===== src/rtl/div_iterative_unit.sv =====
// Multi-cycle RV32M divider (DIV/DIVU/REM/REMU). Radix-2 restoring division retires one
// quotient bit per cycle; divide-by-zero and signed overflow resolve in one cycle.
module div_iterative_unit #(
    parameter int XLEN = 32
) (
    input  logic            clk,
    input  logic            rst,
    input  logic            enable,
    input  logic [1:0]      div_op,
    input  logic [XLEN-1:0] rdata1,
    input  logic [XLEN-1:0] rdata2,
    output logic            ready,
    output logic [XLEN-1:0] result
);

    localparam int CW = $clog2(XLEN);
    localparam logic [XLEN-1:0] INT_MIN = {1'b1, {(XLEN-1){1'b0}}};

    typedef enum logic [1:0] {
        IDLE,
        BUSY,
        DONE
    } state_e;

    state_e          state_q, state_d;
    logic            is_rem_q, is_rem_d;
    logic            qneg_q, qneg_d;
    logic            rneg_q, rneg_d;
    logic [XLEN-1:0] quo_q, quo_d;
    logic [XLEN-1:0] rem_q, rem_d;
    logic [XLEN-1:0] dvs_q, dvs_d;
    logic [CW-1:0]   cnt_q, cnt_d;
    logic [XLEN-1:0] result_q, result_d;
    logic            ready_q, ready_d;

    logic            is_signed;
    logic [XLEN-1:0] mag_a, mag_b;
    logic            overflow;
    logic [XLEN:0]   rem_shift, trial;
    logic [XLEN-1:0] quo_next, rem_next;

    assign is_signed = ~div_op[0];
    assign mag_a     = (is_signed && rdata1[XLEN-1]) ? -rdata1 : rdata1;
    assign mag_b     = (is_signed && rdata2[XLEN-1]) ? -rdata2 : rdata2;
    assign overflow  = is_signed && (rdata1 == INT_MIN) && (rdata2 == '1);

    // One restoring step: shift {rem,quo} left, subtract the divisor, keep it if non-negative.
    assign rem_shift = {rem_q, quo_q[XLEN-1]};
    assign trial     = rem_shift - {1'b0, dvs_q};
    assign quo_next  = {quo_q[XLEN-2:0], ~trial[XLEN]};
    assign rem_next  = trial[XLEN] ? rem_shift[XLEN-1:0] : trial[XLEN-1:0];

    always_comb begin
        // NOTE: every *_d gets a default first so no path through the case leaves a latch.
        state_d  = state_q;
        is_rem_d = is_rem_q;
        qneg_d   = qneg_q;
        rneg_d   = rneg_q;
        quo_d    = quo_q;
        rem_d    = rem_q;
        dvs_d    = dvs_q;
        cnt_d    = cnt_q;
        result_d = result_q;

        unique case (state_q)
            IDLE: begin
                if (enable) begin
                    is_rem_d = div_op[1];
                    qneg_d   = is_signed & (rdata1[XLEN-1] ^ rdata2[XLEN-1]);
                    rneg_d   = is_signed & rdata1[XLEN-1];
                    dvs_d    = mag_b;
                    if (rdata2 == '0) begin
                        result_d = div_op[1] ? rdata1 : '1;
                        state_d  = DONE;
                    end else if (overflow) begin
                        result_d = div_op[1] ? '0 : INT_MIN;
                        state_d  = DONE;
                    end else begin
                        rem_d   = '0;
                        quo_d   = mag_a;
                        cnt_d   = CW'(XLEN - 1);
                        state_d = BUSY;
                    end
                end
            end
            BUSY: begin
                if (!enable) begin
                    state_d = IDLE;
                end else begin
                    quo_d = quo_next;
                    rem_d = rem_next;
                    cnt_d = cnt_q - CW'(1);
                    if (cnt_q == '0) begin
                        result_d = is_rem_q ? (rneg_q ? -rem_next : rem_next)
                                            : (qneg_q ? -quo_next : quo_next);
                        state_d  = DONE;
                    end
                end
            end
            DONE:    state_d = IDLE;
            default: state_d = IDLE;
        endcase

        ready_d = (state_d == DONE);
    end

    always_ff @(posedge clk) begin
        // NOTE: sequential state uses <= so every flop samples pre-edge values.
        if (!rst) begin
            state_q  <= IDLE;
            is_rem_q <= 1'b0;
            qneg_q   <= 1'b0;
            rneg_q   <= 1'b0;
            quo_q    <= '0;
            rem_q    <= '0;
            dvs_q    <= '0;
            cnt_q    <= '0;
            result_q <= '0;
            ready_q  <= 1'b0;
        end else begin
            state_q  <= state_d;
            is_rem_q <= is_rem_d;
            qneg_q   <= qneg_d;
            rneg_q   <= rneg_d;
            quo_q    <= quo_d;
            rem_q    <= rem_d;
            dvs_q    <= dvs_d;
            cnt_q    <= cnt_d;
            result_q <= result_d;
            ready_q  <= ready_d;
        end
    end

    assign ready  = ready_q;
    assign result = result_q;

endmodule


===== config.mk =====
export PLATFORM = sky130hd
export DESIGN_NAME = div_iterative_unit
export DESIGN_NICKNAME = d
export VERILOG_FILES = /design/src/rtl/div_iterative_unit.sv
export SDC_FILE = /design/constraint.sdc
export NUM_CORES = 1
export LEC_CHECK = 0
export CORE_ASPECT_RATIO = 2
export CORE_MARGIN = 2
export CORE_UTILIZATION = 25
export DETAILED_ROUTE_END_ITERATION = 10
export HOLD_SLACK_MARGIN = 0.15
export PLACE_DENSITY_LB_ADDON = 0.2
export SKIP_CTS_REPAIR_TIMING = 1
export SYNTH_ARGS = -nofsm -noshare
export SYNTH_HDL_FRONTEND = slang
export SYNTH_SLANG_ARGS = --single-unit

===== constraint.sdc =====
create_clock -name clk -period 9.6 [get_ports clk]
set_input_delay 1.92 -clock clk [delete_from_list [all_inputs] [get_ports clk]]
set_output_delay 1.92 -clock clk [all_outputs]
set_load 0.01 [all_outputs]

==> flow_metrics.env, run 1 <==
export IMPL_yosys_warnings=0
export IMPL_slew_violations=0
export IMPL_nFillCells=4869
export IMPL_synthTopCellsByArea="dfxtp_1 25%, o21ai_0 5.9%, a21oi_1 5.4%"
export IMPL_synth_top_cells_by_count="157 x nor2_1, 139 x dfxtp_1, 133 x o21ai_0"
export IMPL_synth_area_leader_cell="dfxtp_1"
export IMPL_finalWeightedCongestion=0.896
export IMPL_ant_nets=0
export IMPL_post_dp_hpwl_mm=41.2
export IMPL_critPathKind="in2reg"
export IMPL_maxCapViolations=0
export IMPL_clk_pin_slew_worst_paths_ns=0.06
export IMPL_synth_async_reset_ratio_pct=0
export IMPL_post_route_period_util_pct=59.3
export IMPL_yosysSeqAreaShare_pct=24.5
export IMPL_pin_count=102
export IMPL_grt_setup_unrepaired="false"
export IMPL_slowest_stage="or4_1"
export IMPL_h_tree_depth=4
export IMPL_synthXorXnorAreaFrac_pct=9.72
export IMPL_final_setup_tns_ns=0
export IMPL_cts_buffers_inserted=17
export IMPL_synth_ff_type="dfxtp_1"
export IMPL_port_buffers=101
export IMPL_irDropWorstVdd_v=0.000124
export IMPL_grt_pass1_wl_mm=75.8
export IMPL_finalWorstPathRequiredPeriod_ns=5.70
export IMPL_synth_edff_count=0
export IMPL_finalInstanceArea_mm2=0.0135
export IMPL_clock_latency_ns=0.46
export IMPL_synth_top_family_by_area="compound AO/OA/AOI/OAI gates"
export IMPL_antenna_found_initial=0
export IMPL_start_util_pct=25.3
export IMPL_r2r_start="quo_q[31]$_SDFFE_PN0P_"
export IMPL_post_route_util_pct=30.1
export IMPL_synth_avg_cell_area_um2=7.42
export IMPL_wl_mm=51.4
export IMPL_synthMuxAreaShare_pct=2.92
export IMPL_synth_most_common_cell="nor2_1"
export IMPL_setup_violations=0
export IMPL_synth_compound_area_share_pct=31.2
export IMPL_r2r_cells=23
export IMPL_diodes=0
export IMPL_ff2ff_setup_slack_ns=3.95
export IMPL_synth_simple_area_share_pct=21.8
export IMPL_drtIter0Drc=875
export IMPL_hold_depth=1
export IMPL_max_freq_mhz=176
export IMPL_postPlaceCellArea_mm2=0.0128
export IMPL_crit_arrival_ns=6.07
export IMPL_die_h_um=305
export IMPL_track_usage_pct=21.5
export IMPL_crit_path_end_kind="flop"
export IMPL_clock_sinks=139
export IMPL_synth_top_area_share_pct=24.5
export IMPL_syn_area_mm2=0.0114
export IMPL_grt_pass1_vias=12143
export IMPL_hold_path_class="reg2reg"
export IMPL_synthDistinctLibCells=79
export IMPL_worstSetupStartpointType="input port"
export IMPL_cts_tree="done"
export IMPL_drtPass1Iterations=6
export IMPL_nNetsFinal=1679
export IMPL_cts_max_path_buffers=2
export IMPL_tightest_slew_ns=1.02
export IMPL_dp_worst_setup_slack_ns=3.48
export IMPL_seqCellArea_mm2=0.00278
export IMPL_ys_ff_latch=139
export IMPL_worstPathMaxFanout=46
export IMPL_area_growth_pct=18.9
export IMPL_hold_start="dvs_q[8]$_SDFFE_PN0P_"
export IMPL_multiInputGateArea_mm2=0.00798
export IMPL_vias=12090
export IMPL_core_area_mm2=0.0449
export IMPL_syn_nets=1639
export IMPL_die_w_um=155
export IMPL_setup_ws_ns=3.90
export IMPL_hold_viol_final=0
export IMPL_min_to="dvs_q[8]$_SDFFE_PN0P_"
export IMPL_drive_gt1_share_pct=5.93
export IMPL_dieArea_mm2=0.0472
export IMPL_drt_vias_per_instance=5.64
export IMPL_synthCells=1531
export IMPL_cp_cell_sequence="clkdlybuf4s50_1 -> or4_1 -> nor3_1 -> nand3b_1 -> o41ai_2 -> nand2b_1 -> a21oi_4 -> buf_4 -> nand2_1 -> nor2_1 -> nand2_1 -> o211ai_1"
export IMPL_cp_required_ns=9.98
export IMPL_power_leakage_uw=0.00514
export IMPL_fp_row_count=110
export IMPL_cpPeakStageDelay_ns=0.61
export IMPL_grt_overflow=0
export IMPL_reg2reg_to="result[28]$_SDFFE_PN0P_"
export IMPL_run_status="finished clean"
export IMPL_grt_max_degree=73
export IMPL_clock_root_buffer="clkbuf_16"
export IMPL_skew_ns=0.0107
export IMPL_synthAdderAreaFrac_pct=4.36
export IMPL_drc=0
export IMPL_cpMostUsedCell="nand2_1"
export IMPL_wl_per_cell_um=24.0
export IMPL_slew_headroom_pct=30.7
export IMPL_powerDensity_mw_per_mm2=135
how the worst max path moves through the flow:
stage	start	end	slack [ns]	cells after the start
6_report	rdata1[2]	result[25]$_SDFFE_PN0P_	3.90	12
5_1_grt	rdata1[2]	result[25]$_SDFFE_PN0P_	3.65	12
4_1_cts	rdata1[2]	result[25]$_SDFFE_PN0P_	3.95	12
3_5_place_dp	rdata1[2]	result[25]$_SDFFE_PN0P_	3.48	12
3_3_place_gp	rdata1[2]	result[25]$_SDFFE_PN0P_	3.61	12
2_1_floorplan	rdata1[18]	result[29]$_SDFFE_PN0P_	4.86	10
flip-flops by register name, indices dropped and copies added, names as in the netlist, 2 cells and up:
name     flops
result      32
quo_q       32
rem_q       32
dvs_q       32
state_q      2
cnt_q        5
cells in the final DEF (no fill, tap or decap), types with 19 or more instances in the layout:
cell type	n
nor2_1	155
dfxtp_1	139
o21ai_0	133
nand2_1	122
a21oi_1	122
clkdlybuf4s50_1	100
xor2_1	67
xnor2_1	59
inv_1	58
ha_1	38
nor3_1	37
o211a_1	33
nand3_1	28
a222oi_1	27
o31ai_1	26
nor4_1	26
nand4_1	24
or3_1	24
mux2i_1	23
a22oi_1	23
buf_4	19
through the flow:
stage | total power [uW] | hold slack (ns) | instances
floorplan | 890 | 0.447 | 1531
global placement | 1050 | 0.484 | 2112
detailed placement | 1050 | 0.486 | 2112
CTS | 1840 | 0.503 | 2144
global route | 1890 | 0.525 | 2144
finish | 1820 | 0.501 | 2144
area by class of cell:
type | count | area share (%)
clock buffer | 17 | 3.15
clock inverter | 15 | 1.82
inverter | 59 | 1.64
multi-input combinational | 1234 | 59.1
sequential | 139 | 20.6
tap | 560 | 5.19
timing repair buffer | 120 | 8.51
cell families (layout without fill, tap and decap cells):
kind of cell | count (synthesis) | count (layout)
multiplexers | 32 | 32
AND/OR/NAND/NOR | 511 | 511
flip-flops | 139 | 139
XOR/XNOR | 126 | 126
adder cells (fa/ha/maj) | 39 | 39
buffers and inverters | 158 | 211
AO/OA/AOI/OAI | 526 | 526
power by group:
group | internal, uW | switching [uW]
combinational | 150 | 258
clock | 488 | 291
sequential | 604 | 31.6
layer usage:
layer / vias up / global-route usage [%] / part of all wire (%)
met2: 357 / 43.4 / 57
met1: 5823 / 19.0 / 32
li1: 5761 / - / -
met5: - / 0 / 0
met3: 149 / 1.73 / 2.6
met4: 0 / 16.9 / 8.4
worst max-delay path: cells and delay by family:
family	cells	cell delay (ns)
simple gates	7	2.45
buf+inv	2	0.90
compound gates	3	0.81
Power figures use the tool's default switching activity.
==> run 2: changes to the inputs <==
==> constraint.sdc (replaced) <==
create_clock -name clk -period 5.6 [get_ports clk]
set_input_delay 1.12 -clock clk [delete_from_list [all_inputs] [get_ports clk]]
set_output_delay 1.12 -clock clk [all_outputs]
set_load 0.01 [all_outputs]
==> run 2 against run 1 <==
Sequential share of layout area barely moved. Worst hold slack got worse by 0.038 ns. Critical path depth rose by 11. Final area rose by 0.10%. Routed wire length rose by 1.9%. Largest power group unchanged. Via count rose by 0.90%. Combinational power rose by 75%. Total power rose by 64%. Critical path type is now reg2reg. Critical endpoint is now result[24]$_SDFFE_PN0P_. Die area did not move.
==> flow_metrics.env, run 2 (synthesis results as in run 1) <==
export IMPL_run_status="finished clean"
export IMPL_tightest_slew_ns=1.02
export IMPL_grt_pass1_vias=12253
export IMPL_start_util_pct=25.3
export IMPL_area_growth_pct=19.0
export IMPL_cp_cell_sequence="inv_1 -> ha_1 -> fa_1 -> nand2b_1 -> a21oi_2 -> o211a_1 -> o21a_2 -> nor3_2 -> buf_4 -> o21ai_0 -> o21ai_0 -> inv_1 -> ha_1 -> inv_1 -> nor2_1 -> nand4_1 -> mux2i_1 -> nor2_1 -> buf_4 -> or3_1 -> nor4b_2 -> mux2i_1 -> a211o_1"
export IMPL_finalWeightedCongestion=0.918
export IMPL_grt_overflow=0
export IMPL_drc=0
export IMPL_finalInstanceArea_mm2=0.0135
export IMPL_port_buffers=101
export IMPL_grt_max_degree=45
export IMPL_final_common_cell="nor2_1"
export IMPL_post_dp_hpwl_mm=41.8
export IMPL_use_met2_pct=44.4
export IMPL_switching_share_pct=33.7
export IMPL_antenna_found_initial=0
export IMPL_dieArea_mm2=0.0472
export IMPL_final_cells=2155
export IMPL_powerDensity_mw_per_mm2=221
export IMPL_wl_mm=52.4
export IMPL_track_usage_pct=22.0
export IMPL_vias=12199
export IMPL_post_route_period_util_pct=86.3
export IMPL_clk_pin_slew_worst_paths_ns=0.07
export IMPL_clockPowerShare_pct=39.7
export IMPL_fp_row_count=110
export IMPL_final_setup_tns_ns=0
export IMPL_multiInputGateArea_mm2=0.00797
export IMPL_use_met3_pct=1.87
export IMPL_worstSetupStartpointType="flop"
export IMPL_crit_arrival_ns=5.18
export IMPL_crit_path_end_kind="flop"
export IMPL_grt_pass1_wl_mm=77.3
export IMPL_cpPeakStageDelay_ns=0.49
export IMPL_hold_path_class="reg2reg"
export IMPL_drtIter0Drc=844
export IMPL_wl_per_cell_um=24.3
export IMPL_slew_headroom_pct=31.9
export IMPL_worstPathMaxFanout=12
export IMPL_p_comb_share_pct=24.0
export IMPL_clock_latency_ns=0.45
export IMPL_critPathKind="reg2reg"
export IMPL_power_leakage_uw=0.00515
export IMPL_met1_usage_pct=19.7
export IMPL_most_common_layout_cells="155 x nor2_1, 139 x dfxtp_1, 133 x o21ai_0, 122 x nand2_1, 122 x a21oi_1"
export IMPL_r2r_cells=23
export IMPL_pwr_share_seq_pct=36.4
export IMPL_max_freq_mhz=207
export IMPL_clock_root_buffer="clkbuf_16"
export IMPL_clock_sinks=139
export IMPL_fin_total_pwr_uw=2990
export IMPL_grt_setup_unrepaired="false"
export IMPL_drive_gt1_share_pct=6.58
export IMPL_drtPass1Iterations=7
export IMPL_h_tree_depth=4
export IMPL_path_delay_family="compound AO/OA/AOI/OAI gates"
export IMPL_dp_cells=2123
export IMPL_slowest_stage="fa_1"
export IMPL_postPlaceCellArea_mm2=0.0129
export IMPL_ant_nets=0
export IMPL_switchingPower_uw=1010
export IMPL_maxCapViolations=0
export IMPL_cts_buffers_inserted=17
export IMPL_worstPathBufferInverterCount=5
export IMPL_hold_viol_final=0
export IMPL_skew_ns=0.0126
export IMPL_internal_power_uw=1980
export IMPL_hold_depth=2
export IMPL_die_h_um=305
export IMPL_die_w_um=155
export IMPL_core_area_mm2=0.0449
export IMPL_drt_vias_per_instance=5.66
export IMPL_cts_max_path_buffers=2
export IMPL_grt_busiest_layer="met2"
export IMPL_pin_count=102
export IMPL_cp_required_ns=5.95
export IMPL_nFillCells=4925
export IMPL_diodes=0
export IMPL_setup_violations=0
export IMPL_slew_violations=0
export IMPL_nNetsFinal=1690
export IMPL_cts_tree="done"
export IMPL_seqCellArea_mm2=0.00278
export IMPL_irDropWorstVdd_v=0.000211
export IMPL_cpMostUsedCell="inv_1"
export IMPL_finalWorstPathRequiredPeriod_ns=4.83
export IMPL_path_depth=23
-- run 2: final cells by class --
type                            count  share of cell area [%]
Timing Repair Buffer              131                    9.20
Inverter                           59                    1.64
Clock buffer                       19                    3.35
Multi-Input combinational cell   1234                    59.0
Tap cell                          560                    5.18
Clock inverter                     13                    1.05
Sequential cell                   139                    20.6
-- run 2: per-layer routing --
layer  routed length (um)  up-vias  share of wire [%]
met1                17200     5896                 33
met3                 1310      131                2.5
met5                    0        -                  0
li1                     -     5777                  -
met2                29700      395                 57
met4                 4150        0                7.9
-- run 2: power groups by stage --
stage	clock, uW	combinational (uW)	sequential, uW
2_1_floorplan	0	439	1090
3_3_place_gp	0	709	1110
3_5_place_dp	0	710	1110
4_1_cts	1210	714	1090
5_1_grt	1250	775	1090
6_report	1190	717	1090
-- run 2: stage by stage --
step	hold WS [ns]	util [%]	setup WS (ns)
2_1_floorplan	0.447	-	0.995
3_3_place_gp	0.451	28.8	0.609
3_5_place_dp	0.450	28.8	0.539
4_1_cts	0.468	30.1	0.795
5_1_grt	0.495	30.1	0.409
6_report	0.463	30.1	0.767
-- run 2: worst paths after layout --
path	slack [ns]	to	from
max	0.77	result[24]$_SDFFE_PN0P_	quo_q[31]$_SDFFE_PN0P_
min	0.46	result[16]$_SDFFE_PN0P_	result[16]$_SDFFE_PN0P_
max reg2reg	0.77	result[24]$_SDFFE_PN0P_	quo_q[31]$_SDFFE_PN0P_
min reg2reg	0.46	result[16]$_SDFFE_PN0P_	result[16]$_SDFFE_PN0P_
-- run 2: tightest hold or removal path, cell delays in order (launching register included) --
cell	delay, ns
dfxtp_1	0.31
nand3_1	0.06
nand2_1	0.04
==> run 3: changes to the inputs <==
--- a/config.mk
+++ b/config.mk
@@ -8,6 +8,7 @@
 export CORE_ASPECT_RATIO = 2
 export CORE_MARGIN = 2
 export CORE_UTILIZATION = 25
+export CTS_BUF_LIST = sky130_fd_sc_hd__clkbuf_8
 export DETAILED_ROUTE_END_ITERATION = 10
 export HOLD_SLACK_MARGIN = 0.15
 export PLACE_DENSITY_LB_ADDON = 0.2
==> run 3 against run 2 <==
Count of clock-buffer cells in the layout is the same. Critical endpoint unchanged. Sequential cell count is the same. Routed wire length is essentially flat. Fmax shrank 0.71%. Worst hold slack gained 0.0082 ns. Setup slack lost 0.035 ns. Sequential power is essentially flat. First-iteration DRC count grew 8.3%. Register-to-register slack lost 0.03 ns. Clock skew grew 0.0048 ns.
==> flow_metrics.env, run 3 (synthesis results as in run 1) <==
export IMPL_run_status="finished clean"
export IMPL_antenna_found_initial=1
export IMPL_powerDensity_mw_per_mm2=202
export IMPL_final_common_cell="nor2_1"
export IMPL_wl_per_cell_um=24.3
export IMPL_dieArea_mm2=0.0472
export IMPL_fp_row_count=110
export IMPL_grt_overflow=0
export IMPL_clock_latency_ns=0.51
export IMPL_finalWeightedCongestion=0.918
export IMPL_cts_tree="done"
export IMPL_tightest_slew_ns=0.998
export IMPL_path_depth=23
export IMPL_clock_sinks=139
export IMPL_crit_path_end_kind="flop"
export IMPL_path_delay_family="compound AO/OA/AOI/OAI gates"
export IMPL_clk_pin_slew_worst_paths_ns=0.09
export IMPL_post_route_period_util_pct=86.9
export IMPL_setup_ws_ns=0.732
export IMPL_final_setup_tns_ns=0
export IMPL_final_cells=2156
export IMPL_nNetsFinal=1690
export IMPL_slowest_stage="fa_1"
export IMPL_cp_required_ns=6.01
export IMPL_maxCapViolations=0
export IMPL_hold_viol_final=0
export IMPL_finalWorstPathRequiredPeriod_ns=4.87
export IMPL_most_common_layout_cells="155 x nor2_1, 139 x dfxtp_1, 133 x o21ai_0, 122 x nand2_1, 122 x a21oi_1"
export IMPL_endpoint="result[24]$_SDFFE_PN0P_"
export IMPL_start_util_pct=25.3
export IMPL_dp_worst_setup_slack_ns=0.539
export IMPL_crit_start="quo_q[31]$_SDFFE_PN0P_"
export IMPL_cp_cell_sequence="inv_1 -> ha_1 -> fa_1 -> nand2b_1 -> a21oi_2 -> o211a_1 -> o21a_2 -> nor3_2 -> buf_4 -> o21ai_0 -> o21ai_0 -> inv_1 -> ha_1 -> inv_1 -> nor2_1 -> nand4_1 -> mux2i_1 -> nor2_1 -> buf_4 -> or3_1 -> nor4b_2 -> mux2i_1 -> a211o_1"
export IMPL_core_area_mm2=0.0449
export IMPL_hold_path_class="reg2reg"
export IMPL_wl_mm=52.4
export IMPL_multiInputGateArea_mm2=0.00797
export IMPL_cts_buffers_inserted=17
export IMPL_max_freq_mhz=205
export IMPL_drive_gt1_share_pct=6.58
export IMPL_pin_count=102
export IMPL_drtPass1Iterations=7
export IMPL_r2r_start="quo_q[31]$_SDFFE_PN0P_"
export IMPL_setup_violations=0
export IMPL_ant_nets=0
export IMPL_die_w_um=155
export IMPL_dp_cells=2123
export IMPL_track_usage_pct=21.9
export IMPL_r2r_cells=23
export IMPL_worstPathBufferInverterCount=5
export IMPL_post_dp_hpwl_mm=41.8
export IMPL_clock_root_buffer="clkbuf_8"
export IMPL_slew_headroom_pct=33.4
export IMPL_ff2ff_setup_slack_ns=0.73
export IMPL_drc=0
export IMPL_worstPathMaxFanout=12
export IMPL_drt_vias_per_instance=5.67
export IMPL_area_growth_pct=17.4
export IMPL_drtIter0Drc=914
export IMPL_critPathKind="reg2reg"
export IMPL_reg2reg_to="result[24]$_SDFFE_PN0P_"
export IMPL_nFillCells=4956
export IMPL_slew_violations=0
export IMPL_vias=12224
export IMPL_h_tree_depth=4
export IMPL_worstSetupStartpointType="flop"
export IMPL_irDropWorstVdd_v=0.000173
export IMPL_power_leakage_uw=0.00507
export IMPL_cpPeakStageDelay_ns=0.49
export IMPL_skew_ns=0.0174
export IMPL_grt_max_degree=45
export IMPL_port_buffers=101
export IMPL_cpMostUsedCell="inv_1"
export IMPL_die_h_um=305
export IMPL_grt_pass1_wl_mm=77.3
export IMPL_seqCellArea_mm2=0.00278
export IMPL_grt_setup_unrepaired="false"
export IMPL_post_route_util_pct=29.7
export IMPL_grt_pass1_vias=12267
export IMPL_cts_max_path_buffers=2
export IMPL_crit_arrival_ns=5.27
## run 3: cell count changes in the layout (fill, tap and decap cells not counted)
cell / change
diode_2: +1
clkbuf_16: -17
clkbuf_8: +17
## run 3: cell type report
class | instances | area share [%]
Timing Repair Buffer | 131 | 9.33
Clock inverter | 13 | 1.06
Inverter | 59 | 1.66
Antenna cell | 1 | 0.0188
Tap cell | 560 | 5.26
Sequential cell | 139 | 20.9
Clock buffer | 19 | 1.96
Multi-Input combinational cell | 1234 | 59.8
## run 3: where the power goes
group / internal (uW) / switching (uW) / leakage [uW]
Combinational: 264 / 452 / 0.00373
Clock: 421 / 467 / 0.000199
Sequential: 1030 / 51.4 / 0.00113
## run 3: how the worst min path moves through the flow
stage | end | startpoint | slack [ns] | cells after the start
final | result[16]$_SDFFE_PN0P_ | result[16]$_SDFFE_PN0P_ | 0.47 | 2
after global routing | result[16]$_SDFFE_PN0P_ | result[16]$_SDFFE_PN0P_ | 0.50 | 2
after CTS | result[16]$_SDFFE_PN0P_ | result[16]$_SDFFE_PN0P_ | 0.47 | 2
after detailed placement | result[16]$_SDFFE_PN0P_ | result[16]$_SDFFE_PN0P_ | 0.45 | 2
after global placement | result[16]$_SDFFE_PN0P_ | result[16]$_SDFFE_PN0P_ | 0.45 | 2
after floorplan | dvs_q[0]$_SDFFE_PN0P_ | dvs_q[0]$_SDFFE_PN0P_ | 0.45 | 2
## run 3: layer usage
layer,GRT usage (%),wire [um],part of all wire (%),up-vias
li1,-,-,-,5775
met5,0,0,0,-
met4,15.3,4130,7.9,0
met2,44.4,29800,57,387
met1,19.7,17000,32,5937
met3,2.20,1490,2.8,125
## run 3: stage by stage
stage	cell area, um^2	total power, uW	hold slack, ns
after floorplan	11400	1530	0.447
after global placement	12900	1820	0.451
after detailed placement	12900	1820	0.450
after CTS	13300	2710	0.471
after global routing	13300	2820	0.499
final	13300	2690	0.471
## run 3: tightest hold or removal path: cells and delay by family, from the launching register on
| kind | cells | cell delay (ns) |
|---|---|---|
| flops | 1 | 0.33 |
| simple gates | 2 | 0.10 |
